$ cat src/rtl/writeback_regfile_pkg.sv
// Shared constants and helpers for the writeback stage register file.
package writeback_regfile_pkg;

    localparam int unsigned REG_IDX_W = 5;
    localparam int unsigned XLEN      = 32;

    localparam logic [5:0] OP_JAL = 6'h03;
    localparam logic [5:0] OP_LB  = 6'h20;
    localparam logic [5:0] OP_LH  = 6'h21;
    localparam logic [5:0] OP_LW  = 6'h23;
    localparam logic [5:0] OP_LBU = 6'h24;
    localparam logic [5:0] OP_LHU = 6'h25;

    typedef enum logic [1:0] {
        SelAlu,
        SelLoad,
        SelLink
    } resultSel_t;

    function automatic logic [XLEN-1:0] signExtend8(input logic [7:0] b);
        return {{(XLEN-8){b[7]}}, b};
    endfunction

    function automatic logic [XLEN-1:0] signExtend16(input logic [15:0] h);
        return {{(XLEN-16){h[15]}}, h};
    endfunction

endpackage

$ cat src/rtl/writeback_regfile_load_extract.sv
// Combinational load-data lane selection and sign/zero extension.
module load_extract
    import writeback_regfile_pkg::*;
(
    input  logic [XLEN-1:0] rawWord,
    input  logic [1:0]      offset,
    input  logic [5:0]      opcode,
    output logic [XLEN-1:0] value
);

    logic [7:0]  laneByte;
    logic [15:0] laneHalf;

    always_comb begin
        // Little-endian: lane 0 is the least significant byte.
        unique case (offset)
            2'd0:    laneByte = rawWord[7:0];
            2'd1:    laneByte = rawWord[15:8];
            2'd2:    laneByte = rawWord[23:16];
            default: laneByte = rawWord[31:24];
        endcase
        laneHalf = offset[1] ? rawWord[31:16] : rawWord[15:0];
    end

    always_comb begin
        case (opcode)
            OP_LB:   value = signExtend8(laneByte);
            OP_LBU:  value = {{(XLEN-8){1'b0}}, laneByte};
            OP_LH:   value = signExtend16(laneHalf);
            OP_LHU:  value = {{(XLEN-16){1'b0}}, laneHalf};
            default: value = rawWord;
        endcase
    end

endmodule

$ cat src/rtl/writeback_regfile.sv
// Writeback-stage register file with retire counter.
// Define WRITEBACK_REGFILE_BYPASS_EN for same-cycle write-before-read forwarding.
module writeback_regfile #(
    parameter int unsigned NREGS  = 32,
    parameter logic [5:0]  OP_JAL = 6'h03
) (
    input  logic        clk,
    input  logic        rst_n,
    input  logic        RegWriteW,
    input  logic        MemtoRegW,
    input  logic [31:0] ReadDataW,
    input  logic [31:0] ALUOutW,
    input  logic [31:0] returnAddressW,
    input  logic [31:0] instrW,
    input  logic [writeback_regfile_pkg::REG_IDX_W-1:0] WriteRegW,
    input  logic [5:0]  opcodeW,
    input  logic [writeback_regfile_pkg::REG_IDX_W-1:0] ReadReg1,
    input  logic [writeback_regfile_pkg::REG_IDX_W-1:0] ReadReg2,
    output logic [31:0] ReadData1,
    output logic [31:0] ReadData2,
    output logic [31:0] ResultW,
    output logic [31:0] retiredCount
);
    // Explicit imports: the module's own OP_JAL parameter shadows the package constant.
    import writeback_regfile_pkg::REG_IDX_W;
    import writeback_regfile_pkg::resultSel_t;
    import writeback_regfile_pkg::SelAlu;
    import writeback_regfile_pkg::SelLoad;
    import writeback_regfile_pkg::SelLink;

`ifdef WRITEBACK_REGFILE_BYPASS_EN
    localparam bit BypassEn = 1'b1;
`else
    localparam bit BypassEn = 1'b0;
`endif

    logic [31:0] regFile [NREGS];
    logic [31:0] retiredCountQ;
    logic [31:0] loadValue;
    resultSel_t  resultSel;
    logic        writeValid;

    load_extract uLoadExtract (
        .rawWord (ReadDataW),
        .offset  (ALUOutW[1:0]),
        .opcode  (opcodeW),
        .value   (loadValue)
    );

    always_comb begin
        if (opcodeW == OP_JAL) begin
            resultSel = SelLink;
        end else if (MemtoRegW) begin
            resultSel = SelLoad;
        end else begin
            resultSel = SelAlu;
        end
    end

    always_comb begin
        case (resultSel)
            SelLink: ResultW = returnAddressW;
            SelLoad: ResultW = loadValue;
            default: ResultW = ALUOutW;
        endcase
    end

    assign writeValid = RegWriteW && (WriteRegW != '0) && (32'(WriteRegW) < NREGS);

    always_ff @(posedge clk or negedge rst_n) begin
        if (!rst_n) begin
            for (int i = 0; i < NREGS; i++) begin
                regFile[i] <= '0;
            end
            retiredCountQ <= '0;
        end else begin
            if (writeValid) begin
                regFile[WriteRegW] <= ResultW;
            end
            // Retirement is tracked per non-bubble instruction, regardless of writeback.
            if (instrW != '0) begin
                retiredCountQ <= retiredCountQ + 32'd1;
            end
        end
    end

    function automatic logic [31:0] readPort(input logic [REG_IDX_W-1:0] addr);
        if (!rst_n || addr == '0 || 32'(addr) >= NREGS) begin
            return '0;
        end else if (BypassEn && writeValid && addr == WriteRegW) begin
            return ResultW;
        end else begin
            return regFile[addr];
        end
    endfunction

    assign ReadData1    = readPort(ReadReg1);
    assign ReadData2    = readPort(ReadReg2);
    assign retiredCount = retiredCountQ;

endmodule

$ cat config.mk
export PLATFORM = sky130hd
export DESIGN_NAME = writeback_regfile
export DESIGN_NICKNAME = d
export VERILOG_FILES = /design/src/rtl/writeback_regfile_pkg.sv /design/src/rtl/writeback_regfile_load_extract.sv /design/src/rtl/writeback_regfile.sv
export SDC_FILE = /design/constraint.sdc
export NUM_CORES = 2
export LEC_CHECK = 0
export BUFFER_PORTS_ARGS = -buffer_cell sky130_fd_sc_hd__buf_2
export CORE_MARGIN = 8
export CORE_UTILIZATION = 39
export CTS_CLUSTER_DIAMETER = 100
export CTS_CLUSTER_SIZE = 30
export DETAILED_ROUTE_END_ITERATION = 10
export PLACE_DENSITY = 0.54
export SLEW_MARGIN = 15
export SYNTH_ARGS = -nofsm -noshare
export SYNTH_HDL_FRONTEND = slang
export SYNTH_HIERARCHICAL = 1
export SYNTH_SLANG_ARGS = --single-unit
$ cat constraint.sdc
create_clock -name clk -period 4.4 [get_ports clk]
set_clock_uncertainty 0.2 [all_clocks]
set_input_delay 0.88 -clock clk [delete_from_list [all_inputs] [get_ports clk]]
set_output_delay 0.88 -clock clk [all_outputs]
set_load 0.02 [all_outputs]
==> impl_metrics.csv <==
group,metric,value,unit
status,status,"finished clean",
timing,period_share,99.7,%
clock_tree,cts_root_buffer,"clkbuf_16",
yosys,ys_top_cells_by_area,"dfrtp_1 (48%), mux4_2 (13%), o21ai_0 (11%)",
yosys,synth_compound_area_share,15.7,%
power,p_total,24.0,mW
setup_path,setup.worst_path.class,"input pin to primary output",
clock_tree,clock_path_buffers,3,
placed_design,routabilityCongestion,0.912,
yosys,synth_fp_nets,5412,
yosys,synth_fa_ha_area_share,0.0227,%
clock_tree,clock_latency,700,ps
setup_path,path_max_fanout,30,
global_routing,grt_overflow,0,
clock_tree,clk_pin_slew,100,ps
yosys,syn_area,55200,µm²
power,pwr-share-seq,53.8,%
placed_design,place_ws,-4.56,ps
timing,grt_setup_unrepaired,"no",
routing,drcViolationCount,0,
final_layout,nets,5452,
clock_tree,cts_tree,"built",
global_routing,grt_pass1_wl,308000,µm
setup_path,arrival,3310,ps
yosys,synth_warnings,6,
yosys,avgSynthCellArea,10.5,µm²
timing,hold_viol,0,
routing,wl_per_cell,29.1,µm
power,p_int,16.3,mW
routing,dr.pass1.iters,6,
yosys,yosys.area_share.xor_xnor,0.492,%
yosys,synth-edff-count,0,
power,power.leakage,27.3,nW
clock_tree,h-tree-depth,2,
setup_path,crit_path_end_kind,"primary output",
hold_path,hold_path.class,"input pin to async pin",
power,p_sw,7.71,mW
placed_design,portBuffers,280,
setup_path,worstPathRequired,3320,ps
final_layout,fin_cells,7211,
yosys,synth_top_family_by_area,"multiplexers",
timing,worstMarginPinSlew,1040,ps
setup_path,worstSetupStartpointType,"input pin",
power,switching_share,32.1,%
yosys,seq_area_frac_synth,47.9,%
floorplanning,die_x,392,µm
yosys,synthSimpleGateAreaFrac,9.71,%
global_routing,grt_antenna_before_repair,9,
placed_design,place_area,60600,µm²
timing,setup_tns,0,ps
floorplanning,ios,281,
timing,timing.final.ws_setup,12.6,ps
yosys,yosys.area.top_type_share,47.9,%
power,combPwrFrac,22.4,%
clock_tree,cts_sinks,1056,
yosys,synth_ff_type,"dfrtp_1",
floorplanning,die_area,154000,µm²
routing,postRouteWirelength,210000,µm
placed_design,dp.cells,7137,
clock_tree,cts_buffers,46,
placed_design,hpwl,135000,µm
yosys,synth.most_common_cell,"o21ai_0",
floorplanning,fp.coreArea,141000,µm²
yosys,ys_top_cells_by_count,"o21ai_0 (1,193), dfrtp_1 (1,056), nand2_1 (1,017)",
global_routing,grt_use_total,26.9,%
routing,vias,43500,
final_layout,area_growth,12.7,%
yosys,yosysUniqueCellTypes,46,
power,p_per_area,386,nW/µm²
power,pwr-share-clk,23.8,%
routing,ant_nets,0,
run,max_cap_viol_count,0,
timing,setup_viol,0,
timing,slew_viol_final,0,
routing,vias_per_cell,6.04,
yosys,syn_inst,5258,
floorplanning,fp.dieH,392,µm
final_layout,design_area,62300,µm²
yosys,netlist.top_cell.by_area,"dfrtp_1",
power,peakVddDrop,289,µV
timing,finalCriticalPeriod,4390,ps
timing,max_freq,228,MHz
yosys,synth_seq_cells,1056,
final_layout,drive_above_1_share,20.0,%
final_layout,nFillCells,13500,
global_routing,grt_pass1_vias,42700,
floorplanning,rows,138,
global_routing,grt_max_degree,167,
yosys,async_reset_ff_share,100,%
floorplanning,start_util,39.1,%
yosys,synthMuxAreaShare,21.9,%
timing,slew_headroom,30.5,%
routing,drt_iter0_drc,4625,
[path summary, 6_finish.rpt]
kind                                  start                to  slack [ps]  depth (start not counted)
min in group clk              regFile[1016]     regFile[1016]         200                          0
min                                   rst_n  retiredCount[13]          50                          2
max                              opcodeW[3]       ResultW[13]          10                          9
min reg2reg                   regFile[1016]     regFile[1016]         200                          0
max in group asynchronous             rst_n      regFile[987]        1930                          4
max reg2reg                retiredCount[14]  retiredCount[31]        2030                          4
[routing by layer]
layer	vias up	GRT usage [%]	part of all wire [%]
met2	1715	41.1	45
met1	22400	38.6	44
met4	6	8.02	3.5
met3	304	5.54	7.8
li1	19200	-	-
met5	-	0	0.016
[power by group through the flow]
stage	clock network [mW]	registers, mW	logic (mW)
2_1_floorplan	0	12.6	3.65
3_3_place_gp	0	13.0	5.25
3_5_place_dp	0	13.1	5.37
4_1_cts	5.87	12.9	5.39
5_1_grt	6.16	13.2	5.98
6_report	5.72	12.9	5.38
[per-stage QoR]
| step | hold slack, ps | util [%] |
|---|---|---|
| 2_1_floorplan | 241 | - |
| 3_3_place_gp | 177 | 43.0 |
| 3_5_place_dp | 183 | 43.0 |
| 4_1_cts | 16.5 | 44.1 |
| 5_1_grt | 32.5 | 44.1 |
| 6_report | 49.3 | 44.1 |
[sequential cells by signal, summed over array words and instances, names as in the netlist]
register      count
regFile        1024
retiredCount     32
[cell type report]
class	count	area [µm²]	share of cell area, %
Tap cell	1890	2360	3.80
Clock inverter	18	315	0.506
Clock buffer	52	1220	1.97
Sequential cell	1056	26400	42.4
Multi-Input combinational cell	3598	27100	43.5
Antenna cell	1	2.50	0.00402
Timing Repair Buffer	560	4680	7.52
Inverter	36	139	0.223
[critical path: stages]
cell	delay, ps
buf_2	110
or4b_4	550
buf_12	170
buf_12	160
a221o_1	350
mux2_2	290
mux2i_4	310
inv_1	250
buf_2	220
[cell usage in the layout, fill, tap and decap left out, types with 19 or more instances in the layout]
cell type,Yosys,routed
buf_2,107,271
dfrtp_1,1056,1056
nand3_4,0,24
mux4_2,328,328
xnor2_1,19,19
nand2_1,1017,1017
o211ai_1,69,69
buf_12,0,88
mux2i_1,424,392
o21ai_0,1193,1193
clkbuf_16,0,47
a221oi_1,192,192
mux2_2,28,28
buf_4,0,193
inv_1,36,34
nand2b_1,66,66
mux2i_4,0,28
nand4_1,79,79
[what timing repair did]
item / 4_1_cts / 5_1_grt
setup endpoints to repair: 1 / 4
gates resized for setup: 0 / 6
hold buffers: 1 / 0
setup buffers: 1 / 1
hold endpoints to repair: 19 / 0
[kinds of logic (layout without fill, tap and decap cells)]
| group | after synthesis | after routing |
|---|---|---|
| AOI/OAI and AO/OA | 1505 | 1505 |
| and+or+nand+nor | 1269 | 1269 |
| DFF | 1056 | 1056 |
| muxes | 792 | 792 |
| buffers and inverters | 604 | 666 |
| xor gates and xnor gates | 31 | 31 |
| adders and majority gates | 1 | 1 |
| other | 0 | 1 |
(Power assumes the default switching activity.)
